<file path="src/rtl/piso_link_pkg.sv">
// Shared link definitions for the parallel-in/serial-out transmit path.
// Provides:
//   link_state_e   - link FSM state encoding (WAIT_LOCK / TRAIN / RUN)
//   Type*          - 2-bit word type codes carried in the top of every word
//   train_payload  - generator for the alternating 1010... training payload
package piso_link_pkg;

    typedef enum logic [1:0] {
        StWaitLock = 2'b00,
        StTrain    = 2'b01,
        StRun      = 2'b10
    } link_state_e;

    localparam logic [1:0] TypeIdle  = 2'b00;
    localparam logic [1:0] TypeTrain = 2'b01;
    localparam logic [1:0] TypeData  = 2'b10;

    localparam int unsigned MaxPayload = 64;

    // Alternating pattern over the low 'width' bits, with a 1 in the MSB
    // position (bit width-1). Bits at and above 'width' are zero.
    function automatic logic [MaxPayload-1:0] train_payload(input int unsigned width);
        logic [MaxPayload-1:0] pat;
        pat = '0;
        for (int unsigned i = 0; i < MaxPayload; i++) begin
            if (i < width) begin
                pat[i] = ((width - 1 - i) % 2 == 0);
            end
        end
        return pat;
    endfunction

endpackage

</file>
<file path="src/rtl/rr_arbiter.sv">
// Combinational round-robin arbiter.
// Ports:
//   i_req  [NREQ]  - request vector
//   i_ptr  [CHW]   - index where the search starts (highest priority)
//   o_gnt  [NREQ]  - one-hot grant, or zero when no request is present
// NREQ is expected to be at least 2.
module rr_arbiter #(
    parameter int unsigned  NREQ = 4,
    localparam int unsigned CHW  = $clog2(NREQ)
) (
    input  logic [NREQ-1:0] i_req,
    input  logic [CHW-1:0]  i_ptr,
    output logic [NREQ-1:0] o_gnt
);

    localparam int unsigned IW = CHW + 1;

    logic [IW-1:0]  idx_w;
    logic [CHW-1:0] idx;
    logic           found;

    always_comb begin
        o_gnt = '0;
        found = 1'b0;
        idx_w = '0;
        idx   = '0;
        for (int unsigned i = 0; i < NREQ; i++) begin
            // Modulo-NREQ walk starting at the pointer; works for non-power-of-2 NREQ.
            idx_w = {1'b0, i_ptr} + IW'(i);
            if (idx_w >= IW'(NREQ)) begin
                idx_w = idx_w - IW'(NREQ);
            end
            idx = idx_w[CHW-1:0];
            if (!found && i_req[idx]) begin
                o_gnt[idx] = 1'b1;
                found      = 1'b1;
            end
        end
    end

endmodule

</file>
<file path="src/rtl/piso_tx_sched.sv">
// Transmit scheduler feeding a serializer's parallel word input.
// Qualifies serializer lock, sends a training sequence, then multiplexes
// NREQ requesters onto the link with round-robin arbitration.
// Ports:
//   i_pclk        - parallel clock (all logic on rising edge)
//   i_rst_n       - asynchronous active-low reset
//   i_plock       - serializer parallel-lock indication
//   i_retrain     - single-cycle request to rerun training
//   i_req_valid   - per-requester valid
//   i_req_data    - payloads, requester k at [k*DWIDTH +: DWIDTH]
//   o_req_ready   - one-hot-or-zero grant (combinational)
//   o_pdata       - registered word {type, chan, payload} to the serializer
//   o_link_up     - high only in RUN
//   o_state       - current link state
module piso_tx_sched
    import piso_link_pkg::*;
#(
    parameter int unsigned  PWIDTH      = 20,
    parameter int unsigned  NREQ        = 4,
    parameter int unsigned  LOCK_CYC    = 16,
    parameter int unsigned  TRAIN_WORDS = 32,
    localparam int unsigned CHW         = $clog2(NREQ),
    localparam int unsigned DWIDTH      = PWIDTH - 2 - CHW
) (
    input  logic                   i_pclk,
    input  logic                   i_rst_n,
    input  logic                   i_plock,
    input  logic                   i_retrain,
    input  logic [NREQ-1:0]        i_req_valid,
    input  logic [NREQ*DWIDTH-1:0] i_req_data,
    output logic [NREQ-1:0]        o_req_ready,
    output logic [PWIDTH-1:0]      o_pdata,
    output logic                   o_link_up,
    output logic [1:0]             o_state
);

    localparam int unsigned LCW = $clog2(LOCK_CYC + 1);
    localparam int unsigned TCW = $clog2(TRAIN_WORDS + 1);

    localparam logic [LCW-1:0]        LockLast     = LCW'(LOCK_CYC - 1);
    localparam logic [TCW-1:0]        TrainLast    = TCW'(TRAIN_WORDS - 1);
    localparam logic [MaxPayload-1:0] TrainPayFull = train_payload(DWIDTH);
    localparam logic [PWIDTH-1:0]     IdleWord     = '0;
    localparam logic [PWIDTH-1:0]     TrainWord    =
        {TypeTrain, {CHW{1'b0}}, TrainPayFull[DWIDTH-1:0]};

    link_state_e       state_q;
    logic [LCW-1:0]    lock_cnt_q;
    logic [TCW-1:0]    train_cnt_q;
    logic [CHW-1:0]    ptr_q;
    logic [PWIDTH-1:0] pdata_q;

    logic [NREQ-1:0]   req_eff;
    logic [NREQ-1:0]   gnt;
    logic              gnt_any;
    logic [CHW-1:0]    gnt_idx;
    logic [PWIDTH-1:0] data_word;

    // Grants are withheld on a retrain cycle: the next word is a TRAIN word,
    // so an accepted payload would be dropped.
    always_comb begin
        req_eff = '0;
        if (state_q == StRun && i_plock && !i_retrain) begin
            req_eff = i_req_valid;
        end
    end

    rr_arbiter #(
        .NREQ (NREQ)
    ) u_arb (
        .i_req (req_eff),
        .i_ptr (ptr_q),
        .o_gnt (gnt)
    );

    always_comb begin
        gnt_any = |gnt;
        gnt_idx = '0;
        for (int unsigned k = 0; k < NREQ; k++) begin
            if (gnt[k]) begin
                gnt_idx = CHW'(k);
            end
        end
        data_word = {TypeData, gnt_idx, i_req_data[gnt_idx*DWIDTH +: DWIDTH]};
    end

    always_ff @(posedge i_pclk or negedge i_rst_n) begin
        if (!i_rst_n) begin
            state_q     <= StWaitLock;
            lock_cnt_q  <= '0;
            train_cnt_q <= '0;
            ptr_q       <= '0;
            pdata_q     <= IdleWord;
        end else begin
            case (state_q)
                StWaitLock: begin
                    pdata_q     <= IdleWord;
                    train_cnt_q <= '0;
                    if (!i_plock) begin
                        lock_cnt_q <= '0;
                    end else if (lock_cnt_q == LockLast) begin
                        state_q    <= StTrain;
                        lock_cnt_q <= '0;
                        pdata_q    <= TrainWord;
                    end else begin
                        lock_cnt_q <= lock_cnt_q + LCW'(1);
                    end
                end
                StTrain, StRun: begin
                    lock_cnt_q <= '0;
                    if (!i_plock) begin
                        state_q     <= StWaitLock;
                        train_cnt_q <= '0;
                        pdata_q     <= IdleWord;
                    end else if (i_retrain) begin
                        state_q     <= StTrain;
                        train_cnt_q <= '0;
                        pdata_q     <= TrainWord;
                    end else if (state_q == StTrain) begin
                        if (train_cnt_q == TrainLast) begin
                            state_q     <= StRun;
                            train_cnt_q <= '0;
                            pdata_q     <= IdleWord;
                        end else begin
                            train_cnt_q <= train_cnt_q + TCW'(1);
                            pdata_q     <= TrainWord;
                        end
                    end else if (gnt_any) begin
                        pdata_q <= data_word;
                        ptr_q   <= (gnt_idx == CHW'(NREQ - 1)) ? '0 : gnt_idx + CHW'(1);
                    end else begin
                        pdata_q <= IdleWord;
                    end
                end
                default: begin
                    state_q     <= StWaitLock;
                    lock_cnt_q  <= '0;
                    train_cnt_q <= '0;
                    pdata_q     <= IdleWord;
                end
            endcase
        end
    end

    assign o_req_ready = gnt;
    assign o_pdata     = pdata_q;
    assign o_state     = state_q;
    assign o_link_up   = (state_q == StRun);

endmodule
</file>
<file path="config.mk">
export PLATFORM = sky130hd
export DESIGN_NAME = piso_tx_sched
export DESIGN_NICKNAME = d
export VERILOG_FILES = /design/src/rtl/piso_link_pkg.sv /design/src/rtl/rr_arbiter.sv /design/src/rtl/piso_tx_sched.sv
export SDC_FILE = /design/constraint.sdc
export NUM_CORES = 1
export LEC_CHECK = 0
export ABC_CLOCK_PERIOD_IN_PS = 3900
export CAP_MARGIN = 20
export CORE_ASPECT_RATIO = 0.75
export CORE_MARGIN = 2
export CORE_UTILIZATION = 40
export DETAILED_ROUTE_END_ITERATION = 7
export GPL_TIMING_DRIVEN = 1
export PLACE_DENSITY = 0.73
export SLEW_MARGIN = 20
export SYNTH_ARGS = -nofsm -noshare
export SYNTH_HDL_FRONTEND = slang
export SYNTH_SLANG_ARGS = --single-unit
export TNS_END_PERCENT = 1
</file>
<file path="constraint.sdc">
create_clock -name i_pclk -period 3.9 [get_ports i_pclk]
set_clock_uncertainty 0.05 [all_clocks]
set_input_delay 0.78 -clock i_pclk [delete_from_list [all_inputs] [get_ports i_pclk]]
set_output_delay 0.78 -clock i_pclk [all_outputs]
set_load 0.01 [all_outputs]
</file>
* Yosys cells after proc, flatten, opt, wreduce, memory -nomap -nowiden
Cells that the tools add are included.
W data, S select, Z words.
** Storage, ports and cells
- Register bits :: 35
- Bits of input ports :: 72
- Output and inout port bits :: 27
** Cells by class
- Add/sub/neg operators :: 10
- Order comparisons :: 12
- Equality and inequality tests :: 9
- Shift-type cells :: 1
- Muxes and demuxes :: 55
- Bitwise gates (word level) :: 5
- Reductions and logical operators :: 18
** Operators by type and width (count)
- $mux W20 :: 4
- $shiftx A64 B7 Y16 :: 1
- $mux W19 :: 3
- $pmux W20 S2 :: 1
- $mux W6 :: 5
- $mux W2 :: 13
- $mux W4 :: 5
- $mux W5 :: 3
- $lt A2 B3 Y1 const B :: 4
- $mux W1 :: 12
- $or A4 B4 Y4 :: 3
- $ge A3 B3 Y1 const B :: 3
- $logic_and A1 B1 Y1 :: 9
- $bmux W1 S2 :: 4
- $demux W1 S2 :: 4
- $ge A2 B1 Y1 const B :: 4
- $ne A4 B4 Y1 const B :: 2
- $sub A2 B1 Y2 const B :: 4
- $add A2 B2 Y3 const B :: 2
- $add A6 B1 Y6 const B :: 1
- $eq A6 B5 Y1 const B :: 1
- $add A5 B1 Y5 const B :: 1
- $eq A5 B4 Y1 const B :: 1
- $reduce_and A5 Y1 :: 1
- other kinds (13) :: 19

* Longest topological paths before layout
Gate-level depths: netlist (run 1).
- Depth after elaboration :: 25
- Mapped depth :: 12
- Mapped depth without buffers :: 10

* Cells and area by module
A second synthesis (run 1) with hierarchy kept.
** Unflattened totals
- Cell total of the unflattened synthesis :: 245
- Area, all modules :: 2348.5 µm²
** Modules (own cells, without submodules)
- piso_tx_sched :: instances 1, cells an instance 209, area an instance 2010.7 µm²
- rr_arbiter :: instances 1, cells an instance 36, area an instance 337.8 µm²

* Worst setup path before layout (run 1)
OpenSTA, ideal clock, no wires.
- Path type :: register -> output
- Start :: register ptr_q[0]
- End :: output o_req_ready[2]
- Data arrival time :: 2552 ps
- Required time :: 3070 ps
- Path slack :: 518 ps
- Stages on the path, launching flop included :: 10
- Buffers on the path :: 2
- Cells stage by stage :: dfrtp_1 > inv_1 > ha_1 > buf_2 > mux4_2 > or3b_1 > a21oi_1 > a221oi_2 > clkbuf_1 > inv_2
** On the way
- Longest elaborated chain between the ends :: 14
- Elaborated cells on any way between the ends :: 59
- Classes of those cells :: add/sub (7); order compare (12); mux (27); bitwise (3); reduce/logical (10)
** Ends and longest elaborated chain
- from (decl) :: line piso_tx_sched.sv:50 : logic [CHW-1:0] ptr_q;
- from (signal assigned) :: line piso_tx_sched.sv:130 : ptr_q <= (gnt_idx == CHW'(NREQ - 1)) ? '0 : gnt_idx + CHW'(1);
- parallel branches: the longest is 13 deep, another holds $add A2 B1 Y3
- $mux W4 (*) :: line rr_arbiter.sv:34 : if (!found && i_req[idx]) begin
- to (decl) :: line piso_tx_sched.sv:31 : output logic [NREQ-1:0] o_req_ready,
Mark *: on every way between the ends. The select of a mux whose other input is x is not followed.

* Final worst setup path (run 1)
- Start :: input i_req_valid[2]
- End :: output o_req_ready[0]
** On the way
- Longest elaborated chain between the ends :: 13
- Elaborated cells on any way between the ends :: 25
- Classes of those cells :: mux (16); bitwise (3); reduce/logical (6)
** Ends and longest elaborated chain
- from (decl) :: line piso_tx_sched.sv:29 : input logic [NREQ-1:0] i_req_valid,
- $mux W4 (*) :: line piso_tx_sched.sv:63 : if (state_q == StRun && i_plock && !i_retrain) begin
- $bmux W1 S2 :: line rr_arbiter.sv:34
- $mux W1 (implied by the code) :: line rr_arbiter.sv:34
- $mux W1 :: line rr_arbiter.sv:34
- $logic_not A1 Y1 :: line rr_arbiter.sv:34
- $logic_and A1 B1 Y1 :: line rr_arbiter.sv:34
- $mux W1 :: line rr_arbiter.sv:34
- $logic_not A1 Y1 :: line rr_arbiter.sv:34
- $logic_and A1 B1 Y1 :: line rr_arbiter.sv:34
- $mux W1 :: line rr_arbiter.sv:34
- $logic_not A1 Y1 :: line rr_arbiter.sv:34
- $logic_and A1 B1 Y1 :: line rr_arbiter.sv:34
- $mux W4 (*) :: line rr_arbiter.sv:34
Every way passes the cells marked *; elsewhere a longest branch is shown, timed or not. The select of a mux whose other input is x is not followed.

==> flow_summary.yaml, run 1 <==
logic_synthesis:
  synthArstFlopShare_pct: 100.0
  yosys.area_share.simple_pct: 18.35
  syn_nets: 342
  ys_ff_latch: 35
  yosys_warnings: 0
  synth_top_family_by_area: "compound AO/OA/AOI/OAI gates"
  yosys-mux-area-fraction_pct: 7.847
  synth_flop_cell: "dfrtp_1"
  synthCells: 258
  synth_edf_count: 0
  synth-compound-area-share_pct: 23.59
  synth_cell_types: 43
  yosys.area_share.adder_pct: 6.363
  ys_seq_area_share_pct: 37.12
  synth_xor_area_share_pct: 0.7423
  syn-mean-instance-area_sq_um: 9.146
  syn_area_sq_mm: 0.002360
finish:
  post-route-util_pct: 62.39
  layout-drive-gt1-share_pct: 12.91
  layout_common_cells: "clkdlybuf4s50_1 (96), dfrtp_1 (35), a21oi_1 (20)"
  fin_nets: 448
  regArea_sq_um: 875.8
  diodes: 0
  syn2layout_area_growth_pct: 52.44
  fillCellCount: 526
  layout_commonest_cell: "clkdlybuf4s50_1"
  multi_input_area_sq_mm: 0.001348
drt:
  viasPerCell: 5.299
  via_count: 2342
  initialDrtViolationCount: 112
  avgRoutedWirePerCell_microns: 14.72
  totalWireLength_microns: 6505
  first_pass_iters: 4
  ant_nets: 0
  drc_errors: 0
setup_path:
  worstPathCellList: "clkdlybuf4s50_1, buf_4, mux4_2, a21oi_1, a21oi_1, o31ai_2, inv_1, clkdlybuf4s50_1"
  crit_buf_inv: 4
  cpPeakStageDelay_ps: 510
  cp-start-kind: "input port"
  crit_arrival_ps: 2990
  cp_data_required_time_ps: 3070
  worstSetupPathType: "in2out"
  critPathMaxFanout: 7
  crit_family: "buffers and inverters"
  slowest_stage: "mux4_2"
  cp-end-kind: "output pin"
min_path:
  hp-class: "reg2reg"
sta:
  relSlewSlack_pct: 70.20
  fmax_mhz: 261.7
  post-route-period-util_pct: 97.96
  slew_violations: 0
  min_period_ps: 3821
  tightest_slew_ps: 447.1
  final_hold_viol_count: 0
  final-setup-viol-count: 0
  whs_ps: 420.2
  fin_setup_tns_ps: 0
power:
  intPower_uw: 881.0
  p_sw_share_pct: 31.10
  pwr-share-seq_pct: 35.7
  power_frac_clock_pct: 24.7
  power-per-cell-area_mw_per_mm2: 355.5
  vdd_drop_max_v: 0.0002074
  switchingPower_uw: 397.7
  p_leak_nw: 1.602
  combPwrFrac_pct: 39.6
floorplanning:
  ios: 99
  coreArea_sq_mm: 0.005766
  dieArea_sq_mm: 0.006536
  fp.dieH_microns: 70.52
  initial_core_util_pct: 40.93
  die_x_microns: 92.69
  fp-row-count: 24
global_routing:
  antenna_found_initial: 0
  grt_max_degree: 36
  grt_use_total_pct: 19.60
  grt_pass1_vias: 2237
  gr-total-overflow: 0
  grt_pass1_wl_microns: 10300
clock_tree:
  cts_made_buffers: 5
  clk_pin_slew_ps: 80
  htree_levels: 2
  holdBufCountCts: 0
  post-cts-setup-buffer-count: 0
  insertion_delay_ps: 290
  clockBufferDepth: 2
  clock-root-buffer: "clkbuf_8"
  cts_sinks: 35
  cts_tree: "done"
status:
  status: "finished clean"
placement:
  place_hpwl_microns: 4871
  gp_congestion: 0.8382
  portBuffers: 98
job:
  timing.max_cap.violations: 0
[per-stage QoR]
step	std cells	instance area, sq um	power, mW	setup slack [ps]
floorplan	258	2360	0.7149	517.9
global placement	435	3485	0.9568	81.00
detailed placement	435	3485	0.9659	69.70
CTS	442	3587	1.282	64.11
global route	442	3597	1.349	-29.00
finish	442	3597	1.279	79.49
[cells in the mapped netlist, types with 2 or more instances]
master	instances	area share, %
inv_1	16	2.5
nor3_1	10	2.1
mux2_2	8	3.8
mux4_2	2	1.9
clkbuf_1	10	1.6
and3_1	9	2.4
inv_2	2	0.32
a21oi_1	20	4.2
nor4_1	2	0.53
buf_6	2	0.95
o211ai_1	8	2.5
nor3b_1	4	1.3
ha_1	12	6.4
o21ai_0	19	4.0
nand2b_1	2	0.53
mux2i_1	5	2.1
o31ai_1	12	3.8
buf_2	2	0.42
nand3b_1	2	0.64
o22ai_1	14	3.7
a21oi_2	2	0.74
and3b_1	5	1.9
or3b_1	3	1.1
nor2_1	7	1.1
dfrtp_1	35	37
nand3_1	8	1.7
a21o_1	3	0.95
or2_2	3	0.80
nand2_1	17	2.7
[routing by layer]
metal,track usage (%),share of wire (%),vias up
met1,26.75,45,1103
met4,7.190,2.0,0
li1,-,-,1158
met5,0,0,-
met2,30.66,48,69
met3,4.531,5.4,12
[path summary, 6_finish.rpt]
| kind | startpoint | endpoint | slack, ps | cells after the start |
|---|---|---|---|---|
| min in group asynchronous | i_rst_n | lock_cnt_q[4]$_DFF_PN0_ | 850 | 2 |
| hold / removal | lock_cnt_q[0]$_DFF_PN0_ | lock_cnt_q[0]$_DFF_PN0_ | 420 | 1 |
| hold reg to reg | lock_cnt_q[0]$_DFF_PN0_ | lock_cnt_q[0]$_DFF_PN0_ | 420 | 1 |
| setup reg to reg | ptr_q[1]$_DFFE_PN0P_ | o_pdata[13]$_DFF_PN0_ | 710 | 10 |
| max in group asynchronous | i_rst_n | o_pdata[19]$_DFF_PN0_ | 2610 | 2 |
| setup / recovery | i_req_valid[2] | o_req_ready[0] | 80 | 8 |
[power by group through the flow]
stage | logic, mW | clock network [mW] | registers [mW]
after floorplan | 0.220 | 0 | 0.495
after CTS | 0.504 | 0.321 | 0.457
final | 0.506 | 0.316 | 0.457
after detailed placement | 0.502 | 0 | 0.464
after global routing | 0.549 | 0.336 | 0.464
after global placement | 0.494 | 0 | 0.462
[timing repair]
action / 4_1_cts / 5_1_grt
endpoints found under the hold margin: 0 / 0
setup endpoints to repair: 0 / 3
resized for setup: 0 / 3
[logic make-up after synthesis]
| kind of cell | Yosys count |
|---|---|
| buf+inv | 33 |
| compound gates | 85 |
| fa+ha+maj | 12 |
| mux | 15 |
| xor+xnor | 2 |
| flops | 35 |
| simple gates | 76 |
[sequential cells by signal, indices dropped and copies added, names as in the netlist]
signal	cells
o_pdata	20
train_cnt_q	6
ptr_q	2
o_state	2
lock_cnt_q	5
[final cells by class]
class | instances | share of cell area (%)
sequential | 35 | 24.35
timing repair buffer | 114 | 30.75
clock inverter | 1 | 0.8348
multi-input combinational | 190 | 37.46
clock buffer | 6 | 2.017
inverter | 18 | 1.878
tap | 78 | 2.713
Power figures use the tool's default switching activity.
==> run 2, diff against run 1 <==
--- a/config.mk
+++ b/config.mk
@@ -9,10 +9,12 @@
 export CAP_MARGIN = 20
 export CORE_ASPECT_RATIO = 0.75
 export CORE_MARGIN = 2
-export CORE_UTILIZATION = 40
+export CORE_UTILIZATION = 44
+export CTS_BUF_LIST = sky130_fd_sc_hd__clkbuf_8
 export DETAILED_ROUTE_END_ITERATION = 7
 export GPL_TIMING_DRIVEN = 1
-export PLACE_DENSITY = 0.73
+export HOLD_SLACK_MARGIN = 0.08
+export PLACE_DENSITY = 0.79
 export SLEW_MARGIN = 20
 export SYNTH_ARGS = -nofsm -noshare
 export SYNTH_HDL_FRONTEND = slang
==> run 2 against run 1 <==
Sequential share of layout area decreased by 0.18 points; maximum frequency down 0.67%; critical path depth shrank 1; clock power rose by 21%; global-route usage grew 3.3 points; worst setup slack worse by 26 ps; highest routed layer unchanged; total power increased by 5.7%; die area shrank 8.6%; first-iteration DRC count increased by 49%; via count grew 1.7%.
==> flow_summary.yaml, run 2 (synthesis gave the netlist of run 1 again) <==
job:
  timing.max_cap.violations: 0
global_routing:
  grt_use_total_pct: 22.94
  grt_max_degree: 36
  grt_pass1_wl_microns: 10500
  grt_pass1_vias: 2199
  gr-total-overflow: 0
  antenna_found_initial: 0
finish:
  layout_commonest_cell: "clkdlybuf4s50_1"
  largest_register_ffs: 20
  fin_nets: 449
  post-route-util_pct: 68.83
  diodes: 0
  stdcell_area_sq_mm: 0.003625
  layout-drive-gt1-share_pct: 13.39
  layout_common_cells: "clkdlybuf4s50_1 (97), dfrtp_1 (35), a21oi_1 (20)"
  fillCellCount: 414
  syn2layout_area_growth_pct: 53.61
placement:
  placed_cell_area_sq_mm: 0.003473
  post-place-ws_ps: -53.41
  gp_congestion: 0.9027
  portBuffers: 98
  place_hpwl_microns: 5008
drt:
  via_count: 2382
  ant_nets: 0
  viasPerCell: 5.401
  totalWireLength_microns: 6690
  first_pass_iters: 4
  initialDrtViolationCount: 167
  avgRoutedWirePerCell_microns: 15.17
  drc_errors: 0
setup_path:
  critPathMaxFanout: 5
  crit_family: "buffers and inverters"
  reg2reg_to: "o_pdata[15]$_DFF_PN0_"
  crit_top_cell: "clkdlybuf4s50_1"
  cp_data_required_time_ps: 3070
  worstPathCellList: "clkdlybuf4s50_1, mux4_2, or3b_1, a21oi_1, a221oi_2, inv_2, clkdlybuf4s50_1"
  r2r_setup_slack_ps: 720
  crit_buf_inv: 3
  slowest_stage: "clkdlybuf4s50_1"
  cp-start-kind: "input port"
  crit_arrival_ps: 3020
  r2r_start: "ptr_q[1]$_DFFE_PN0P_"
  worstSetupPathType: "in2out"
  r2r_cells: 10
  cpPeakStageDelay_ps: 570
  cp-end-kind: "output pin"
clock_tree:
  clk_pin_slew_ps: 70
  htree_levels: 2
  cts_tree: "done"
  clockBufferDepth: 2
  cts_sinks: 35
  cts_made_buffers: 5
  clock-root-buffer: "clkbuf_8"
  insertion_delay_ps: 290
floorplanning:
  ios: 99
  fp-row-count: 23
  initial_core_util_pct: 44.81
  die_x_microns: 88.56
  fp.dieH_microns: 67.42
  dieArea_sq_mm: 0.005971
  coreArea_sq_mm: 0.005266
power:
  power-per-cell-area_mw_per_mm2: 372.9
  p_leak_nw: 1.589
  vdd_drop_max_v: 0.0001705
sta:
  whs_ps: 421.9
  relSlewSlack_pct: 70.62
  min_period_ps: 3846
  fmax_mhz: 260.0
  grt_setup_unrepaired: "true"
  tightest_slew_ps: 440.6
  post-route-period-util_pct: 98.62
  slew_violations: 0
  final_hold_viol_count: 0
  setup_slack_ps: 53.72
  final-setup-viol-count: 0
min_path:
  hp-class: "reg2reg"
  hold_depth: 1
  hold_start: "lock_cnt_q[0]$_DFF_PN0_"
  hold_end: "lock_cnt_q[0]$_DFF_PN0_"
status:
  status: "finished clean"
-- run 2: cell count changes in the layout (fill, tap and decap cells not counted), sizes merged --
cell / before / now
dlymetal6s2s: 2 / 0
buf: 16 / 17
bufinv: 1 / 2
clkbuf: 6 / 5
clkdlybuf4s50: 96 / 97
dlygate4sd2: 0 / 1
inv: 18 / 19
-- run 2: layer usage --
layer  track usage, %  wire length (microns)
met5                0                      0
met4            6.629                    140
met3            5.379                    274
met2            36.56                   3281
met1            31.31                   2995
-- run 2: how the worst max path moves through the flow --
stage	startpoint	end	slack, ps	depth (start not counted)
floorplan	ptr_q[0]$_DFFE_PN0P_	o_req_ready[2]	520	9
global placement	i_req_valid[0]	o_req_ready[2]	-9	7
detailed placement	i_req_valid[0]	o_req_ready[2]	-50	7
CTS	i_req_valid[3]	o_req_ready[2]	70	7
global route	i_req_valid[3]	o_req_ready[2]	-10	8
finish	i_req_valid[3]	o_req_ready[2]	50	7
-- run 2: through the flow --
step,setup TNS [ps],std cells,power (mW)
after global placement,-9.255,431,0.9554
after floorplan,0,258,0.7149
after detailed placement,-105.8,431,0.9640
final,0,441,1.352
after CTS,0,441,1.354
after global routing,-14.53,441,1.437
-- run 2: area by class of cell --
class | instances | area (sq um) | share of cell area [%]
clock buffer | 5 | 68.82 | 1.899
clock inverter | 3 | 63.81 | 1.760
inverter | 18 | 67.56 | 1.864
multi-input combinational | 190 | 1348 | 37.18
sequential | 35 | 875.8 | 24.16
tap | 75 | 93.84 | 2.589
timing repair buffer | 115 | 1107 | 30.55
-- run 2: power by group --
| part | internal (mW) | switching, mW |
|---|---|---|
| logic | 0.274 | 0.238 |
| clock network | 0.253 | 0.129 |
| registers | 0.426 | 0.0321 |
-- run 2: repair_timing --
action | 4_1_cts | 5_1_grt
resized for setup | 1 | 1
setup endpoints to repair | 3 | 2
hold buffers | 0 | 0
setup buffers | 2 | 0
==> run 3, diff against run 2 <==
--- a/config.mk
+++ b/config.mk
@@ -19,4 +19,4 @@
 export SYNTH_ARGS = -nofsm -noshare
 export SYNTH_HDL_FRONTEND = slang
 export SYNTH_SLANG_ARGS = --single-unit
-export TNS_END_PERCENT = 1
+export TNS_END_PERCENT = 30
==> results of run 3 <==
Same layout as run 2: the final DEF is identical, and so are final timing and power.
